**config.mk**
```make
export PLATFORM = sky130hd
export DESIGN_NAME = sync_fifo_param
export DESIGN_NICKNAME = d
export VERILOG_FILES = /design/src/rtl/sync_fifo_pkg.sv /design/src/rtl/sync_fifo_ram.sv /design/src/rtl/sync_fifo_param.sv
export SDC_FILE = /design/constraint.sdc
export NUM_CORES = 1
export LEC_CHECK = 0
export ABC_AREA = 1
export BUFFER_PORTS_ARGS = -buffer_cell sky130_fd_sc_hd__clkbuf_2
export CAP_MARGIN = 20
export CORE_ASPECT_RATIO = 0.6
export CORE_UTILIZATION = 55
export CTS_CLUSTER_DIAMETER = 150
export DETAILED_ROUTE_END_ITERATION = 8
export PLACE_DENSITY = 0.72
export SKIP_LAST_GASP = 1
export SLEW_MARGIN = 5
export SYNTH_ARGS = -nofsm -noshare
export SYNTH_HDL_FRONTEND = slang
export SYNTH_SLANG_ARGS = --single-unit
```
**constraint.sdc**
```tcl
create_clock -name clk -period 4.5 [get_ports clk]
set_input_delay 0.45 -clock clk [delete_from_list [all_inputs] [get_ports clk]]
set_output_delay 0.45 -clock clk [all_outputs]
set_load 0.02 [all_outputs]
```
**src/rtl/sync_fifo_pkg.sv**
```systemverilog
// rtl/sync_fifo_pkg.sv - shared sizing helper and default thresholds for sync_fifo_param
package sync_fifo_pkg;

  localparam int DEF_AE_LEVEL  = 2;
  localparam int DEF_AF_MARGIN = 2;

  // Occupancy counter must represent 0..DEPTH inclusive, hence the extra bit.
  function automatic int count_w(input int depth);
    return $clog2(depth) + 1;
  endfunction

endpackage

```
**src/rtl/sync_fifo_ram.sv**
```systemverilog
// rtl/sync_fifo_ram.sv - DEPTH x DATA_W storage, one write port, registered read port
module sync_fifo_ram #(
  parameter  int DATA_W = 8,
  parameter  int DEPTH  = 8,
  localparam int AW     = $clog2(DEPTH)
) (
  input  logic              clk,
  input  logic              rst,
  input  logic              i_wr_en,
  input  logic [AW-1:0]     i_wr_addr,
  input  logic [DATA_W-1:0] i_wr_data,
  input  logic              i_rd_en,
  input  logic [AW-1:0]     i_rd_addr,
  output logic [DATA_W-1:0] o_rd_data
);

  logic [DATA_W-1:0] r_mem [DEPTH];
  logic [DATA_W-1:0] r_rd_data;

  // Array is deliberately left out of reset so it can map onto RAM cells.
  always_ff @(posedge clk) begin
    if (i_wr_en) begin
      r_mem[i_wr_addr] <= i_wr_data;
    end
  end

  always_ff @(posedge clk or posedge rst) begin
    if (rst) begin
      r_rd_data <= '0;
    end else if (i_rd_en) begin
      r_rd_data <= r_mem[i_rd_addr];
    end
  end

  assign o_rd_data = r_rd_data;

endmodule

```
**src/rtl/sync_fifo_param.sv**
```systemverilog
// rtl/sync_fifo_param.sv - parametrised synchronous FIFO with threshold flags
// Define SYNC_FIFO_ERR_EN to add sticky overflow/underflow flags and err_clr.
module sync_fifo_param
  import sync_fifo_pkg::*;
#(
  parameter  int DATA_W   = 8,
  parameter  int DEPTH    = 8,
  parameter  int AF_LEVEL = DEPTH - DEF_AF_MARGIN,
  parameter  int AE_LEVEL = DEF_AE_LEVEL,
  localparam int CW       = count_w(DEPTH)
) (
  input  logic              clk,
  input  logic              rst,
  input  logic              wr_en,
  input  logic [DATA_W-1:0] wr_data,
  input  logic              rd_en,
  output logic [DATA_W-1:0] rd_data,
  output logic              rd_valid,
  output logic              full,
  output logic              empty,
  output logic              almost_full,
  output logic              almost_empty,
`ifdef SYNC_FIFO_ERR_EN
  output logic              overflow,
  output logic              underflow,
  input  logic              err_clr,
`endif
  output logic [CW-1:0]     count
);

  localparam int AW = $clog2(DEPTH);

  logic [AW-1:0] r_wr_ptr;
  logic [AW-1:0] r_rd_ptr;
  logic [CW-1:0] r_count;
  logic          r_rd_valid;
  logic          w_wr_acc;
  logic          w_rd_acc;

  // A write at full is only taken when a read frees the slot in the same cycle.
  assign w_rd_acc = rd_en & ~empty;
  assign w_wr_acc = wr_en & (~full | w_rd_acc);

  always_ff @(posedge clk or posedge rst) begin
    if (rst) begin
      r_wr_ptr   <= '0;
      r_rd_ptr   <= '0;
      r_count    <= '0;
      r_rd_valid <= 1'b0;
    end else begin
      r_rd_valid <= w_rd_acc;
      if (w_wr_acc) begin
        r_wr_ptr <= r_wr_ptr + AW'(1);
      end
      if (w_rd_acc) begin
        r_rd_ptr <= r_rd_ptr + AW'(1);
      end
      case ({w_wr_acc, w_rd_acc})
        2'b10:   r_count <= r_count + CW'(1);
        2'b01:   r_count <= r_count - CW'(1);
        default: r_count <= r_count;
      endcase
    end
  end

  sync_fifo_ram #(
    .DATA_W (DATA_W),
    .DEPTH  (DEPTH)
  ) u_ram (
    .clk       (clk),
    .rst       (rst),
    .i_wr_en   (w_wr_acc),
    .i_wr_addr (r_wr_ptr),
    .i_wr_data (wr_data),
    .i_rd_en   (w_rd_acc),
    .i_rd_addr (r_rd_ptr),
    .o_rd_data (rd_data)
  );

  assign count        = r_count;
  assign rd_valid     = r_rd_valid;
  assign empty        = (r_count == '0);
  assign full         = (r_count == CW'(DEPTH));
  assign almost_full  = (r_count >= CW'(AF_LEVEL));
  assign almost_empty = (r_count <= CW'(AE_LEVEL));

`ifdef SYNC_FIFO_ERR_EN
  logic r_overflow;
  logic r_underflow;

  // A new error in the same cycle as err_clr keeps the flag set.
  always_ff @(posedge clk or posedge rst) begin
    if (rst) begin
      r_overflow  <= 1'b0;
      r_underflow <= 1'b0;
    end else begin
      r_overflow  <= (r_overflow  & ~err_clr) | (wr_en & ~w_wr_acc);
      r_underflow <= (r_underflow & ~err_clr) | (rd_en & empty);
    end
  end

  assign overflow  = r_overflow;
  assign underflow = r_underflow;
`endif

endmodule
```
# Yosys cells after proc, flatten, opt, wreduce, memory -nomap -nowiden
# Memory sizes are Yosys's and may differ from the RTL's. A register that Yosys moved wholly into a read port is not among the register bits.
# Cells that the tools add are included.
totals:
  regBits: 11
  n_memories: 1
  wordCells: 24
  ram_bits: 64
  in_bits: 12
  output_inout_bits: 17
memory_table:
  columns: ["memory", "depth", "word_bits", "rd", "rd_ports_with_merged_regs", "write_ports", "line", "text"]
  rows:
  - ["u_ram.r_mem", 8, 8, 1, 1, 1, "sync_fifo_ram.sv:17", "logic [DATA_W-1:0] r_mem [DEPTH];"]
op_classes:
  n_eq_ne: 3
  n_bitwise: 5
  mux: 3
  add_sub_neg: 4
  reduce_logical: 2
  magnitude_cmp: 2
op_table:
  columns: ["op", "count"]
  rows:
  - ["4-bit one-hot mux with 2 select lines", 1]
  - ["3-bit by 1-bit adder with 3-bit output (second input constant)", 2]
  - ["4-bit by 1-bit adder with 4-bit output (second input constant)", 1]
  - ["4-bit == test (second input constant)", 1]
  - ["4-bit by 3-bit greater-or-equal comparator with 1-bit output (second input constant)", 1]
  - ["4-bit by 2-bit <= comparator with 1-bit output (second input constant)", 1]
  - ["4-bit zero test", 1]
  - ["4-bit by 1-bit subtractor with 4-bit output (second input constant)", 1]
  - ["1-bit AND", 2]
  - ["2-bit by 1-bit == test with 1-bit output (second input constant)", 1]
  - ["2-bit == test (second input constant)", 1]
  - ["1-bit two-way mux", 2]
  - ["1-bit inverter", 2]
  - ["2-bit nonzero test", 1]
  - ["1-bit OR", 1]

# Depth between registers and ports, before layout
logic_depth:
  depth_word: 7
  mapped_depth: 13
  mapped_depth_nobuf: 13

# Modules after synthesis
# Synthesis repeated with hierarchy kept, for this count alone.
hier_totals:
  hier_cells: 370
  hier_area_um2: 3723.6
by_module_without_submodules:
  columns: ["mod", "seq_area_each_um2", "area_each_um2", "n_inst", "cells_per_inst"]
  rows:
  - ["sync_fifo_ram", 2122.0, 3091.7, 1, 298]
  - ["sync_fifo_param", 275.3, 631.9, 1, 72]

# Least setup slack after synthesis
# OpenSTA, ideal clock, no wires.
synth_timing:
  path_type: "flip-flop to flip-flop"
  from: "reg r_count[0], in the netlist count[0]"
  to: "mem u_ram.r_mem[1][0], enable pin"
  required_time_ps: 4117
  setup_slack_ps: 2503
  t_arrival_ps: 1614
  period_less_slack_ps: 1997
  n_path_buf: 0
  setup_ps: 383
  stages_incl_launch_ff: 7
  path_cell_list: "dfrtp_1 -> nor2_2 -> nand3_1 -> inv_1 -> nand2_2 -> nand2_2 -> nor3_1"
synth_via:
  word_cells_on_any_way: 9
  classes_between: "eq/ne (1); mux (2); bitwise (5); reduce/logical (1)"
synth_lines:
  columns: ["element", "line", "text"]
  rows:
  - ["start: declaration", "sync_fifo_param.sv:35", "logic [CW-1:0] r_count;"]
  - ["start signal: assignment", "sync_fifo_param.sv:59", "2'b10: r_count <= r_count + CW'(1);"]
  - ["start signal: assignment", "sync_fifo_param.sv:60", "2'b01: r_count <= r_count - CW'(1);"]
  - ["start signal: assignment", "sync_fifo_param.sv:61", "default: r_count <= r_count;"]
  - ["4-bit == test", "sync_fifo_param.sv:83", "assign full = (r_count == CW'(DEPTH));"]
  - ["via full", "sync_fifo_param.sv:19", "output logic full,"]
  - ["1-bit inverter", "sync_fifo_param.sv:42", "assign w_wr_acc = wr_en & (~full | w_rd_acc);"]
  - ["1-bit OR", "sync_fifo_param.sv:42", null]
  - ["1-bit AND", "sync_fifo_param.sv:42", null]
  - ["1-bit two-way mux", "sync_fifo_ram.sv:22", "if (i_wr_en) begin"]
  - ["1-bit two-way mux (not written as such)", "sync_fifo_ram.sv:23", "r_mem[i_wr_addr] <= i_wr_data;"]
  - ["end: declaration", "sync_fifo_ram.sv:17", null]
# The timed path passes the listed nets, and every way through them passes these cells.

# Worst setup path after layout
layout_timing:
  from: "reg r_count[3], in the netlist count[3]"
  to: "mem u_ram.r_mem[3][0], enable pin"
layout_via:
  elab_chain_len: 7
  word_cells_on_any_way: 9
  classes_between: "eq/ne (1); mux (2); bitwise (5); reduce/logical (1)"
layout_lines:
  columns: ["element", "line", "text"]
  rows:
  - ["4-bit zero test", "sync_fifo_param.sv:82", "assign empty = (r_count == '0);"]
  - ["1-bit inverter", "sync_fifo_param.sv:41", "assign w_rd_acc = rd_en & ~empty;"]
  - ["1-bit AND", "sync_fifo_param.sv:41", null]
  - ["1-bit OR *", "sync_fifo_param.sv:42", null]
  - ["1-bit AND *", "sync_fifo_param.sv:42", null]
  - ["1-bit two-way mux *", "sync_fifo_ram.sv:22", null]
  - ["1-bit two-way mux (not written as such) *", "sync_fifo_ram.sv:23", null]
# Mark *: on every way between the ends. The rest lies on a longest branch, timed or not.

==> impl_metrics.env <==
export IMPL_status="complete, no violations"
export IMPL_sw_frac_of_total_pct=39.2
export IMPL_crit_buf_inv=0
export IMPL_max_stage_delay_ps=800
export IMPL_drive_above_1_share_pct=16.9
export IMPL_synth_area_um2=3430
export IMPL_fin_crit_sh_pct=48.2
export IMPL_slew_limit_headroom_pct=29.1
export IMPL_htree_num_levels=3
export IMPL_synth_avg_cell_area_um2=11.8
export IMPL_min_period_ps=2170
export IMPL_post_cts_buffers=0
export IMPL_drv_cap=0
export IMPL_hold_ws_ps=186
export IMPL_cts_tree="built"
export IMPL_design_core_area_um2=5780
export IMPL_worstSkewPairLatency_ps=350
export IMPL_ys_types=24
export IMPL_viasPerCell=5.58
export IMPL_rows=21
export IMPL_grt_usage_pct=23.7
export IMPL_cts_sinks=83
export IMPL_maxSlewViolCount=0
export IMPL_p_leak_nw=1.49
export IMPL_fmax_ghz=0.461
export IMPL_rsz0062_at_grt="false"
export IMPL_drt_iter0_drc=231
export IMPL_synth_top_area_share_pct=56.0
export IMPL_cp_cell_sequence="nor2_1, nand2_2, nand2_4, nand2_2, nand2_2, nor3_1"
export IMPL_synth_cells=290
export IMPL_area_growth_synth_to_final_pct=11.4
export IMPL_pwr_share_seq_pct=45.1
export IMPL_setup_violations=0
export IMPL_io_buffers=28
export IMPL_floorplan_initialDensity_pct=59.4
export IMPL_synth_area_leaders="edfxtp_1 56%, dfrtp_1 14%, nor2_1 6.0%, nand2_1 3.5%, o211ai_1 3.5%"
export IMPL_final_hold_violation_count=0
export IMPL_worst_pin_slew_ps=1060
export IMPL_cts_clk_slew_worst_paths_ps=80
export IMPL_cts_inserted_buffers=9
export IMPL_ys_ff_latch=83
export IMPL_final_common_cell="edfxtp_1"
export IMPL_final_cell_mix="64 x edfxtp_1, 55 x nor2_1, 32 x nand2_1, 28 x clkbuf_2, 22 x o21ai_0"
export IMPL_drc_errors=0
export IMPL_die_h_um=63.2
export IMPL_postSynth_asyncResetShare_pct=22.9
export IMPL_ant_nets=0
export IMPL_io_pins=29
export IMPL_switchingPower_mw=0.980
export IMPL_yosys_area_top_type="edfxtp_1"
export IMPL_synth_edf_count=64
export IMPL_cts_hold_buf=0
export IMPL_seq_area_frac_synth_pct=69.9
export IMPL_crit_arrival_ps=2150
export IMPL_p_clk_share_pct=20.8
export IMPL_internal_power_mw=1.52
export IMPL_timing_worst_setup_path_type="reg -> reg"
export IMPL_ys_warn_count=0
export IMPL_gp_congestion=0.918
export IMPL_cts_resized_gates=0
export IMPL_die_area_um2=6570
export IMPL_synthFlopType="edfxtp_1"
export IMPL_combPwrFrac_pct=34.1
export IMPL_grt_overflow=0
export IMPL_critPathLaunchType="register"
export IMPL_clockRootBuffer="clkbuf_8"
export IMPL_antenna_found_initial=0
export IMPL_grt_pass1_wl_um=11000
export IMPL_first_global_vias=2174
export IMPL_cp_common_cell="nand2_2"
export IMPL_wl_per_cell_um=17.2
export IMPL_power_density_nw_per_um2=654
export IMPL_first_pass_iters=5
export IMPL_fin_nets=338
export IMPL_crit_family="simple AND/OR/NAND/NOR gates"
export IMPL_required_ps=4480
export IMPL_skew_ps=6.23
export IMPL_num_vias=2267
export IMPL_grt_max_degree=35
export IMPL_dp_hpwl_um=4800
export IMPL_path_max_fanout=15
export IMPL_n_antenna_cell=0
export IMPL_finalSetupTns_ps=0
export IMPL_slowest_stage="nor3_1"
export IMPL_peakVddDrop_v=0.000271
export IMPL_clock_path_buffers=2
export IMPL_worstHoldPathType="in -> async"
export IMPL_end_kind="register"
export IMPL_syn_nets=307
export IMPL_wl_um=7000
export IMPL_die_width_um=104
[cell usage after synthesis (2+ instances only)]
cell,n
nor2_1,55
nand2_1,32
inv_1,15
a21oi_1,2
xor2_1,4
nor3_1,4
nand3_1,15
inv_2,2
buf_4,2
edfxtp_1,64
buf_2,10
dfrtp_1,19
nand2_2,4
o211ai_1,16
o21ai_1,13
ha_1,4
o21ai_0,22
[power by group through the flow]
stage	logic, mW	clock network [mW]	registers (mW)
finish	0.851	0.519	1.13
global route	0.950	0.555	1.15
CTS	0.847	0.526	1.13
detailed placement	0.845	0	1.14
global placement	0.838	0	1.14
floorplan	0.575	0	1.15
[routing by layer]
metal	GRT usage [%]	part of all wire [%]
met4	12.0	2.5
met2	33.6	44
met3	7.04	9.2
met1	33.4	44
met5	0	0
[cell families (layout without fill, tap and decap cells)]
kind of cell               after synthesis  count (layout)  synth area share, %
and+or+nand+nor                        114             114                 14.0
DFF                                     83              83                 69.9
AOI/OAI and AO/OA                       53              53                 8.90
buffers and inverters                   30              66                 3.87
xor gates and xnor gates                 5               5                 1.28
adders and majority gates                5               5                 2.04
[state kept, by name, indices dropped and copies added, names as in the netlist]
| signal | count |
|---|---|
| u_ram.r_mem | 64 |
| rd_valid | 1 |
| count | 4 |
| r_rd_ptr | 3 |
| u_ram.o_rd_data | 8 |
| r_wr_ptr | 3 |
[area by class of cell]
| cell class | instances | area, um2 |
|---|---|---|
| Multi-Input combinational cell | 177 | 901 |
| Timing Repair Buffer | 32 | 163 |
| Clock inverter | 6 | 65.1 |
| Tap cell | 80 | 100 |
| Fill cell | 432 | 1960 |
| Sequential cell | 83 | 2400 |
| Clock buffer | 10 | 128 |
| Inverter | 18 | 67.6 |
[final timing paths]
check                      slack, ps  cells after the start                            from                             end
setup / recovery                2330                      6            count[3]$_DFFE_PP0P_     u_ram.r_mem[3][0]$_DFFE_PP_
hold / removal                   190                      2                             rst  u_ram.o_rd_data[6]$_DFFE_PP0N_
setup reg to reg                2330                      6            count[3]$_DFFE_PP0P_     u_ram.r_mem[3][0]$_DFFE_PP_
hold reg to reg                  490                      2  u_ram.o_rd_data[6]$_DFFE_PP0N_  u_ram.o_rd_data[6]$_DFFE_PP0N_
max in group asynchronous       3860                      2                             rst            count[0]$_DFFE_PP0P_
min in group clk                 420                      1                      wr_data[1]     u_ram.r_mem[1][1]$_DFFE_PP_
[metrics by stage]
stage	area, um2	util, %	setup slack [ps]	cells	power, mW
final	3820	66.1	2330	406	2.50
after global routing	3820	66.1	2160	406	2.65
after CTS	3810	65.8	2270	403	2.50
after detailed placement	3610	62.5	2280	387	1.99
after global placement	3610	62.5	2390	387	1.97
after floorplan	3430	-	2500	290	1.72
[worst register-to-register path, stage by stage, from the launching register on]
cell	delay [ps]
dfrtp_1	430
nor2_1	90
nand2_2	100
nand2_4	130
nand2_2	130
nand2_2	120
nor3_1	800
Power figures use the tool's default switching activity.
